$ cat config.mk
export PLATFORM = sky130hd
export DESIGN_NAME = cp_host_flat
export DESIGN_NICKNAME = d
export VERILOG_FILES = /design/src/rtl/cp_pkg.sv /design/src/rtl/cp_host_if.sv /design/src/rtl/cp_sync.sv /design/src/rtl/cp_host.sv /design/src/flat_wrapper.sv
export SDC_FILE = /design/constraint.sdc
export NUM_CORES = 1
export LEC_CHECK = 0
export ABC_AREA = 1
export BUFFER_PORTS_ARGS = -buffer_cell sky130_fd_sc_hd__buf_2
export CAP_MARGIN = 30
export CELL_PAD_IN_SITES_DETAIL_PLACEMENT = 1
export CELL_PAD_IN_SITES_GLOBAL_PLACEMENT = 1
export CORE_MARGIN = 2
export CORE_UTILIZATION = 35
export DETAILED_ROUTE_END_ITERATION = 7
export PLACE_DENSITY = 0.73
export SKIP_LAST_GASP = 1
export SYNTH_ARGS = -nofsm -noshare
export SYNTH_HDL_FRONTEND = slang
export SYNTH_SLANG_ARGS = --single-unit
$ cat constraint.sdc
create_clock -name Clk -period 1.55 [get_ports Clk]
set_input_delay 0.31 -clock Clk [delete_from_list [all_inputs] [get_ports Clk]]
set_output_delay 0.31 -clock Clk [all_outputs]
set_load 0.01 [all_outputs]
$ cat src/rtl/cp_pkg.sv
// Shared CP nibble-port definitions: FSM encoding, direction values and nibble order.
// Used by the cp_host initiator and by responder-side models.
package cp_pkg;

    typedef logic [2:0] cp_state_t;

    localparam cp_state_t ST_IDLE    = 3'd0;
    localparam cp_state_t ST_SETUP   = 3'd1;
    localparam cp_state_t ST_WAIT_HI = 3'd2;
    localparam cp_state_t ST_WAIT_LO = 3'd3;
    localparam cp_state_t ST_PRESET  = 3'd4;

    localparam logic CP_DIR_WRITE = 1'b1;
    localparam logic CP_DIR_READ  = 1'b0;

    localparam logic NIBBLE_LO_FIRST = 1'b1;

    // True when transfer index idx carries bits [7:4] of the byte.
    function automatic logic nibble_is_hi(input logic idx);
        return idx ^ !NIBBLE_LO_FIRST;
    endfunction

    function automatic logic [3:0] nibble_of(input logic [7:0] b, input logic idx);
        return nibble_is_hi(idx) ? b[7:4] : b[3:0];
    endfunction

endpackage

$ cat src/rtl/cp_host_if.sv
// Command and CP-port signal bundle for cp_host.
// master = the cp_host initiator, slave = local logic plus the device pins.
interface cp_host_if;
    logic       CmdValid;
    logic       CmdReady;
    logic       CmdWrite;
    logic [7:0] CmdData;
    logic       RspValid;
    logic [7:0] RspData;
    logic       PortResetReq;
    logic [3:0] CPDataOut;
    logic       CPDataOe;
    logic [3:0] CPDataIn;
    logic       CPReady;
    logic       CPReset;
    logic       CPDir;
    logic       CPStrobe;
    logic       Busy;
    logic       Error;

    modport master (
        input  CmdValid, CmdWrite, CmdData, PortResetReq, CPDataIn, CPReady,
        output CmdReady, RspValid, RspData, CPDataOut, CPDataOe, CPReset,
               CPDir, CPStrobe, Busy, Error
    );

    modport slave (
        output CmdValid, CmdWrite, CmdData, PortResetReq, CPDataIn, CPReady,
        input  CmdReady, RspValid, RspData, CPDataOut, CPDataOe, CPReset,
               CPDir, CPStrobe, Busy, Error
    );
endinterface

$ cat src/rtl/cp_sync.sv
// Parameterised-width two-flop synchronizer for asynchronous device pins.
module cp_sync #(
    parameter int WIDTH = 1
) (
    input  logic             Clk,
    input  logic             Reset,
    input  logic [WIDTH-1:0] d,
    output logic [WIDTH-1:0] q
);

    logic [WIDTH-1:0] meta;

    always_ff @(posedge Clk) begin
        if (Reset) begin
            meta <= '0;
            q    <= '0;
        end else begin
            meta <= d;
            q    <= meta;
        end
    end

endmodule

$ cat src/rtl/cp_host.sv
// Host-side initiator turning byte commands into four-phase CP nibble transfers.
// Optional macro CP_HOST_TIMEOUT_EN adds a handshake timeout with a sticky Error flag.
module cp_host
    import cp_pkg::*;
#(
    parameter int SETUP_CYCLES   = 2,
    parameter int TIMEOUT_CYCLES = 1024,
    parameter int RESET_CYCLES   = 16
) (
    input  logic      Clk,
    input  logic      Reset,
    cp_host_if.master bus
);

`ifdef CP_HOST_TIMEOUT_EN
    localparam int TO_MAX = TIMEOUT_CYCLES;
`else
    localparam int TO_MAX = 0;
`endif
    localparam int MAX_AB  = (SETUP_CYCLES > RESET_CYCLES) ? SETUP_CYCLES : RESET_CYCLES;
    localparam int CNT_MAX = (MAX_AB > TO_MAX) ? MAX_AB : TO_MAX;
    localparam int CNT_W   = $clog2(CNT_MAX + 1);

    cp_state_t        state;
    logic [CNT_W-1:0] cnt;
    logic             wr_q;
    logic [7:0]       byte_q;
    logic             nib_idx;
    logic [3:0]       data_out;
    logic             data_oe;
    logic             dir;
    logic             strobe;
    logic             cp_reset;
    logic             rsp_valid;
    logic [7:0]       rsp_data;
    logic             error;
    logic             ready_s;
    logic [3:0]       data_s;
    logic             cmd_ready;
    logic             accept;
    logic             timeout_abort;

    cp_sync #(.WIDTH(5)) u_sync (
        .Clk   (Clk),
        .Reset (Reset),
        .d     ({bus.CPReady, bus.CPDataIn}),
        .q     ({ready_s, data_s})
    );

    // PortResetReq wins over a same-cycle command.
    assign cmd_ready = (state == ST_IDLE) && !bus.PortResetReq && !Reset;
    assign accept    = cmd_ready && bus.CmdValid;

`ifdef CP_HOST_TIMEOUT_EN
    logic timeout_hit;

    assign timeout_hit   = (cnt == CNT_W'(TIMEOUT_CYCLES - 1));
    assign timeout_abort = timeout_hit &&
                           (((state == ST_WAIT_HI) && !ready_s) ||
                            ((state == ST_WAIT_LO) &&  ready_s));

    always_ff @(posedge Clk) begin
        if (Reset)              error <= 1'b0;
        else if (accept)        error <= 1'b0;
        else if (timeout_abort) error <= 1'b1;
    end
`else
    assign timeout_abort = 1'b0;
    assign error         = 1'b0;
`endif

    // NOTE: all FSM state is updated with non-blocking assignments so every branch sees pre-edge values.
    always_ff @(posedge Clk) begin
        if (Reset) begin
            state     <= ST_IDLE;
            cnt       <= '0;
            wr_q      <= 1'b0;
            byte_q    <= '0;
            nib_idx   <= 1'b0;
            data_out  <= '0;
            data_oe   <= 1'b0;
            dir       <= 1'b0;
            strobe    <= 1'b0;
            cp_reset  <= 1'b0;
            rsp_valid <= 1'b0;
            rsp_data  <= '0;
        end else begin
            rsp_valid <= 1'b0;
            case (state)
                ST_IDLE: begin
                    cnt <= '0;
                    if (bus.PortResetReq) begin
                        cp_reset <= 1'b1;
                        state    <= ST_PRESET;
                    end else if (bus.CmdValid) begin
                        wr_q     <= bus.CmdWrite;
                        byte_q   <= bus.CmdWrite ? bus.CmdData : 8'h00;
                        nib_idx  <= 1'b0;
                        dir      <= bus.CmdWrite ? CP_DIR_WRITE : CP_DIR_READ;
                        data_oe  <= bus.CmdWrite;
                        data_out <= bus.CmdWrite ? nibble_of(bus.CmdData, 1'b0) : 4'h0;
                        state    <= ST_SETUP;
                    end
                end
                ST_SETUP: begin
                    if (cnt == CNT_W'(SETUP_CYCLES - 1)) begin
                        cnt    <= '0;
                        strobe <= 1'b1;
                        state  <= ST_WAIT_HI;
                    end else begin
                        cnt <= cnt + 1'b1;
                    end
                end
                ST_WAIT_HI: begin
                    if (ready_s) begin
                        if (!wr_q) begin
                            if (nibble_is_hi(nib_idx)) byte_q[7:4] <= data_s;
                            else                       byte_q[3:0] <= data_s;
                        end
                        cnt    <= '0;
                        strobe <= 1'b0;
                        state  <= ST_WAIT_LO;
                    end else if (timeout_abort) begin
                        cnt     <= '0;
                        strobe  <= 1'b0;
                        data_oe <= 1'b0;
                        state   <= ST_IDLE;
                    end else begin
                        cnt <= cnt + 1'b1;
                    end
                end
                ST_WAIT_LO: begin
                    if (!ready_s) begin
                        cnt <= '0;
                        if (!nib_idx) begin
                            nib_idx  <= 1'b1;
                            data_out <= wr_q ? nibble_of(byte_q, 1'b1) : 4'h0;
                            state    <= ST_SETUP;
                        end else begin
                            data_oe <= 1'b0;
                            if (!wr_q) begin
                                rsp_valid <= 1'b1;
                                rsp_data  <= byte_q;
                            end
                            state <= ST_IDLE;
                        end
                    end else if (timeout_abort) begin
                        cnt     <= '0;
                        data_oe <= 1'b0;
                        state   <= ST_IDLE;
                    end else begin
                        cnt <= cnt + 1'b1;
                    end
                end
                ST_PRESET: begin
                    if (cnt == CNT_W'(RESET_CYCLES - 1)) begin
                        cnt      <= '0;
                        cp_reset <= 1'b0;
                        state    <= ST_IDLE;
                    end else begin
                        cnt <= cnt + 1'b1;
                    end
                end
                default: state <= ST_IDLE;
            endcase
        end
    end

    assign bus.CmdReady  = cmd_ready;
    assign bus.RspValid  = rsp_valid;
    assign bus.RspData   = rsp_data;
    assign bus.CPDataOut = data_out;
    assign bus.CPDataOe  = data_oe;
    assign bus.CPReset   = cp_reset;
    assign bus.CPDir     = dir;
    assign bus.CPStrobe  = strobe;
    assign bus.Busy      = (state != ST_IDLE);
    assign bus.Error     = error;

endmodule
$ cat src/flat_wrapper.sv
// flat-port wrapper written by rule: the top's interface ports become plain ports
module cp_host_flat import cp_pkg::*;
#(
    parameter int SETUP_CYCLES   = 2,
    parameter int TIMEOUT_CYCLES = 1024,
    parameter int RESET_CYCLES   = 16
)
  (Clk, Reset, bus_CmdValid, bus_CmdWrite, bus_CmdData, bus_PortResetReq, bus_CPDataIn, bus_CPReady, bus_CmdReady, bus_RspValid, bus_RspData, bus_CPDataOut, bus_CPDataOe, bus_CPReset, bus_CPDir, bus_CPStrobe, bus_Busy, bus_Error);
  cp_host_if bus_i ();
  input  logic Clk;
  input  logic Reset;
  input wire logic [$bits(bus_i.CmdValid)-1:0] bus_CmdValid;
  input wire logic [$bits(bus_i.CmdWrite)-1:0] bus_CmdWrite;
  input wire logic [$bits(bus_i.CmdData)-1:0] bus_CmdData;
  input wire logic [$bits(bus_i.PortResetReq)-1:0] bus_PortResetReq;
  input wire logic [$bits(bus_i.CPDataIn)-1:0] bus_CPDataIn;
  input wire logic [$bits(bus_i.CPReady)-1:0] bus_CPReady;
  output wire logic [$bits(bus_i.CmdReady)-1:0] bus_CmdReady;
  output wire logic [$bits(bus_i.RspValid)-1:0] bus_RspValid;
  output wire logic [$bits(bus_i.RspData)-1:0] bus_RspData;
  output wire logic [$bits(bus_i.CPDataOut)-1:0] bus_CPDataOut;
  output wire logic [$bits(bus_i.CPDataOe)-1:0] bus_CPDataOe;
  output wire logic [$bits(bus_i.CPReset)-1:0] bus_CPReset;
  output wire logic [$bits(bus_i.CPDir)-1:0] bus_CPDir;
  output wire logic [$bits(bus_i.CPStrobe)-1:0] bus_CPStrobe;
  output wire logic [$bits(bus_i.Busy)-1:0] bus_Busy;
  output wire logic [$bits(bus_i.Error)-1:0] bus_Error;
  assign bus_i.CmdValid = bus_CmdValid;
  assign bus_i.CmdWrite = bus_CmdWrite;
  assign bus_i.CmdData = bus_CmdData;
  assign bus_i.PortResetReq = bus_PortResetReq;
  assign bus_i.CPDataIn = bus_CPDataIn;
  assign bus_i.CPReady = bus_CPReady;
  assign bus_CmdReady = bus_i.CmdReady;
  assign bus_RspValid = bus_i.RspValid;
  assign bus_RspData = bus_i.RspData;
  assign bus_CPDataOut = bus_i.CPDataOut;
  assign bus_CPDataOe = bus_i.CPDataOe;
  assign bus_CPReset = bus_i.CPReset;
  assign bus_CPDir = bus_i.CPDir;
  assign bus_CPStrobe = bus_i.CPStrobe;
  assign bus_Busy = bus_i.Busy;
  assign bus_Error = bus_i.Error;
  cp_host #(.SETUP_CYCLES(SETUP_CYCLES), .TIMEOUT_CYCLES(TIMEOUT_CYCLES), .RESET_CYCLES(RESET_CYCLES)) u_core (.Clk(Clk), .Reset(Reset), .bus(bus_i));
endmodule
==> results.sh <==
export IMPL_whs_ns=0.211
export IMPL_clkSinkCount=44
export IMPL_port_buffers=36
export IMPL_worst_path_largest_cell_delay_ns=0.37
export IMPL_met1_usage_pct=21.6
export IMPL_critPathCaptureType="output pin"
export IMPL_multi_input_area_mm2=0.00107
export IMPL_syn_inst=309
export IMPL_routedWlPerCell_um=12.2
export IMPL_syn_num_nets=331
export IMPL_grt_max_degree=25
export IMPL_max_freq_mhz=614
export IMPL_cpMostUsedCell="nor2_4"
export IMPL_grt_pass1_wl_um=8890
export IMPL_vias=2004
export IMPL_finalCritPeriodShare_pct=105
export IMPL_tritoncts="done"
export IMPL_hp_class="in -> reg"
export IMPL_drc=0
export IMPL_synth_edf_count=0
export IMPL_p_seq_share_pct=38.6
export IMPL_p_sw_uw=1450
export IMPL_synth_area_mm2=0.00210
export IMPL_die_area_mm2=0.00663
export IMPL_violations="setup timing"
export IMPL_diodes=0
export IMPL_ir_drop_v=0.000443
export IMPL_grt_usage_pct=17.4
export IMPL_ys_warnings_count=0
export IMPL_synth_seq_area_share_pct=42.0
export IMPL_async_flop_share_pct=0
export IMPL_hpwl_um=3990
export IMPL_finalWorstSetupSlack_ns=-0.0790
export IMPL_cts_made_buffers=5
export IMPL_grtUsageMet2_pct=30.2
export IMPL_fin_util_pct=46.0
export IMPL_hp_start="bus_CPDataIn[3]"
export IMPL_drtIter0Drc=69
export IMPL_rows=28
export IMPL_place_ws_ns=-0.0498
export IMPL_clk_pin_slew_ns=0.08
export IMPL_drtAntennaViolNets=0
export IMPL_pwr_share_comb_pct=39.4
export IMPL_path_class="reg -> out"
export IMPL_setup_viol=1
export IMPL_cts_max_path_buffers=2
export IMPL_dr_pass1_iters=4
export IMPL_grt_busiest_layer="met2"
export IMPL_viasPerCell=4.61
export IMPL_antenna_found_initial=0
export IMPL_hold_viol=0
export IMPL_die_w_um=81.4
export IMPL_h_tree_depth=2
export IMPL_finClkSkew_ns=0.00498
export IMPL_syn_area_per_cell_um2=6.79
export IMPL_drive_gt1_share_pct=28.1
export IMPL_ys_flop_type="dfxtp_1"
export IMPL_ys_ff_latch=44
export IMPL_n_fill_cell=762
export IMPL_grt_pass1_vias=2024
export IMPL_required_ns=1.24
export IMPL_cp_slowest_cell="dfxtp_4"
export IMPL_grt_overflow_total=0
export IMPL_setup_worst_path_start_class="flip-flop"
export IMPL_fp_dieH_um=81.4
export IMPL_rsz0062_at_grt="true"
export IMPL_pwr_share_clk_pct=22.0
export IMPL_cp_cell_sequence="nor2_4, nand2_4, or2_4, nor2_4, buf_6"
export IMPL_path_max_fanout=6
export IMPL_internal_power_uw=2440
export IMPL_r2r_start="u_core.cnt[1]"
export IMPL_grtUsageMet3_pct=4.29
export IMPL_report_final_slew_viol_count=0
export IMPL_cts_root_buffer="clkbuf_8"
export IMPL_outcome="finished with violations"
export IMPL_drv_cap=0
export IMPL_initial_utilization_pct=35.9
export IMPL_gp_congestion=0.810
export IMPL_fin_crit_ns=1.63
export IMPL_io_pins=38
export IMPL_swShare_pct=37.3
export IMPL_seqCellArea_um2=895
export IMPL_fin_cells=435
export IMPL_worstPathArrival_ns=1.32
export IMPL_p_leak_uw=0.00132
export IMPL_p_total_uw=3890
export IMPL_dp_cells=421
export IMPL_totalWireLength_um=5310
export IMPL_p_per_area_mw_per_mm2=1450
export IMPL_crit_start="u_core.state[0]"
export IMPL_area_delta_synth_final_pct=28.3
export IMPL_synth_distinct_cells=27
export IMPL_clock_latency_ns=0.29
export IMPL_layout_nets=381
export IMPL_core_mm2=0.00585
state kept, by name, indices dropped and copies added (netlist names), 3 cells and up:
register	count
u_core.byte_q	8
u_core.u_sync.q	5
u_core.bus.RspData	8
u_core.state	3
u_core.u_sync.meta	5
u_core.bus.CPDataOut	4
u_core.cnt	5
cells in the mapped netlist, types with 2 or more instances:
cell type  instances  area share (%)
nor2_1            56              10
nand2_2            3            0.89
inv_1             48             8.6
ha_1               4             2.4
o21ai_0           17             4.1
dfxtp_1           44              42
nand3_1           28             6.7
o21ai_2            2            0.83
inv_2              2            0.36
clkbuf_1           5            0.89
nand2_1           61              11
buf_4              3             1.1
nor2_4             3             1.6
a21oi_1           18             4.3
nand4_1            3            0.89
layout by cell type, fill, tap and decap left out, types with 3 or more instances in the layout:
cell type,Yosys,layout
nand2_1,61,55
nor2_1,56,50
inv_1,48,44
dfxtp_1,44,39
buf_2,1,35
nand3_1,28,27
a21oi_1,18,18
o21ai_0,17,14
buf_4,3,13
nand2_2,3,7
nor2_4,3,6
clkbuf_8,0,5
buf_6,1,5
inv_2,2,4
o21ai_1,1,4
nor2_2,1,4
nand4_1,3,3
ha_4,0,3
dfxtp_4,0,3
power by group through the flow:
stage	registers (µW)	clock network [µW]	logic, µW
2_1_floorplan	1510	0	861
3_5_place_dp	1510	0	1290
6_report	1500	857	1530
5_1_grt	1530	928	1760
4_1_cts	1500	890	1390
3_3_place_gp	1500	0	1250
critical path, delay by kind of cell, from the launching register on:
kind | cells | cell delay (ns)
and+or+nand+nor | 4 | 0.55
DFF | 1 | 0.37
buffers and inverters | 1 | 0.11
cells by family after synthesis:
| logic type | synth area share (%) |
|---|---|
| AND/OR/NAND/NOR | 33.5 |
| buffers and inverters | 11.7 |
| flip-flops | 42.0 |
| AO/OA/AOI/OAI | 9.84 |
| adder cells (fa/ha/maj) | 2.39 |
| XOR/XNOR | 0.417 |
| other | 0.179 |
what timing repair did:
item | in CTS | in global routing
setup endpoints to repair | 6 | 20
hold buffers | 0 | 0
gates resized for setup | 18 | 31
gates cloned | 0 | 0
buffers inserted | 4 | 2
pin swaps | 5 | 13
final cells by class:
cell class,count,area share [%]
flip-flops and latches,44,33.2
clock inverters,2,1.30
inverters,50,7.16
well taps,75,3.49
multi-input cells,205,39.9
repair buffers,53,12.2
clock buffers,6,2.70
layer usage:
layer  vias to the layer above  share of wire, %  wire length, µm
met5                         -                 0                0
met4                         0              0.64               34
met3                         4               3.2              172
met2                        27                49             2620
met1                       928                47             2480
li1                       1045                 -                -
path summary, 6_finish.rpt:
path                                               to  slack [ns]  depth (start not counted)
worst max-delay path                     bus_CmdReady       -0.08                          5
worst min-delay path            u_core.u_sync.meta[3]        0.21                          3
worst max register to register          u_core.cnt[2]        0.04                         12
worst min register to register     u_core.u_sync.q[4]        0.41                          2
metrics by stage:
step | setup TNS [ns] | area [µm²]
5_1_grt | -0.273 | 2690
4_1_cts | -0.0999 | 2580
3_3_place_gp | 0 | 2400
6_report | -0.0790 | 2690
2_1_floorplan | 0 | 2100
3_5_place_dp | -0.126 | 2400
Note: power is estimated with default switching activity, not from simulation.
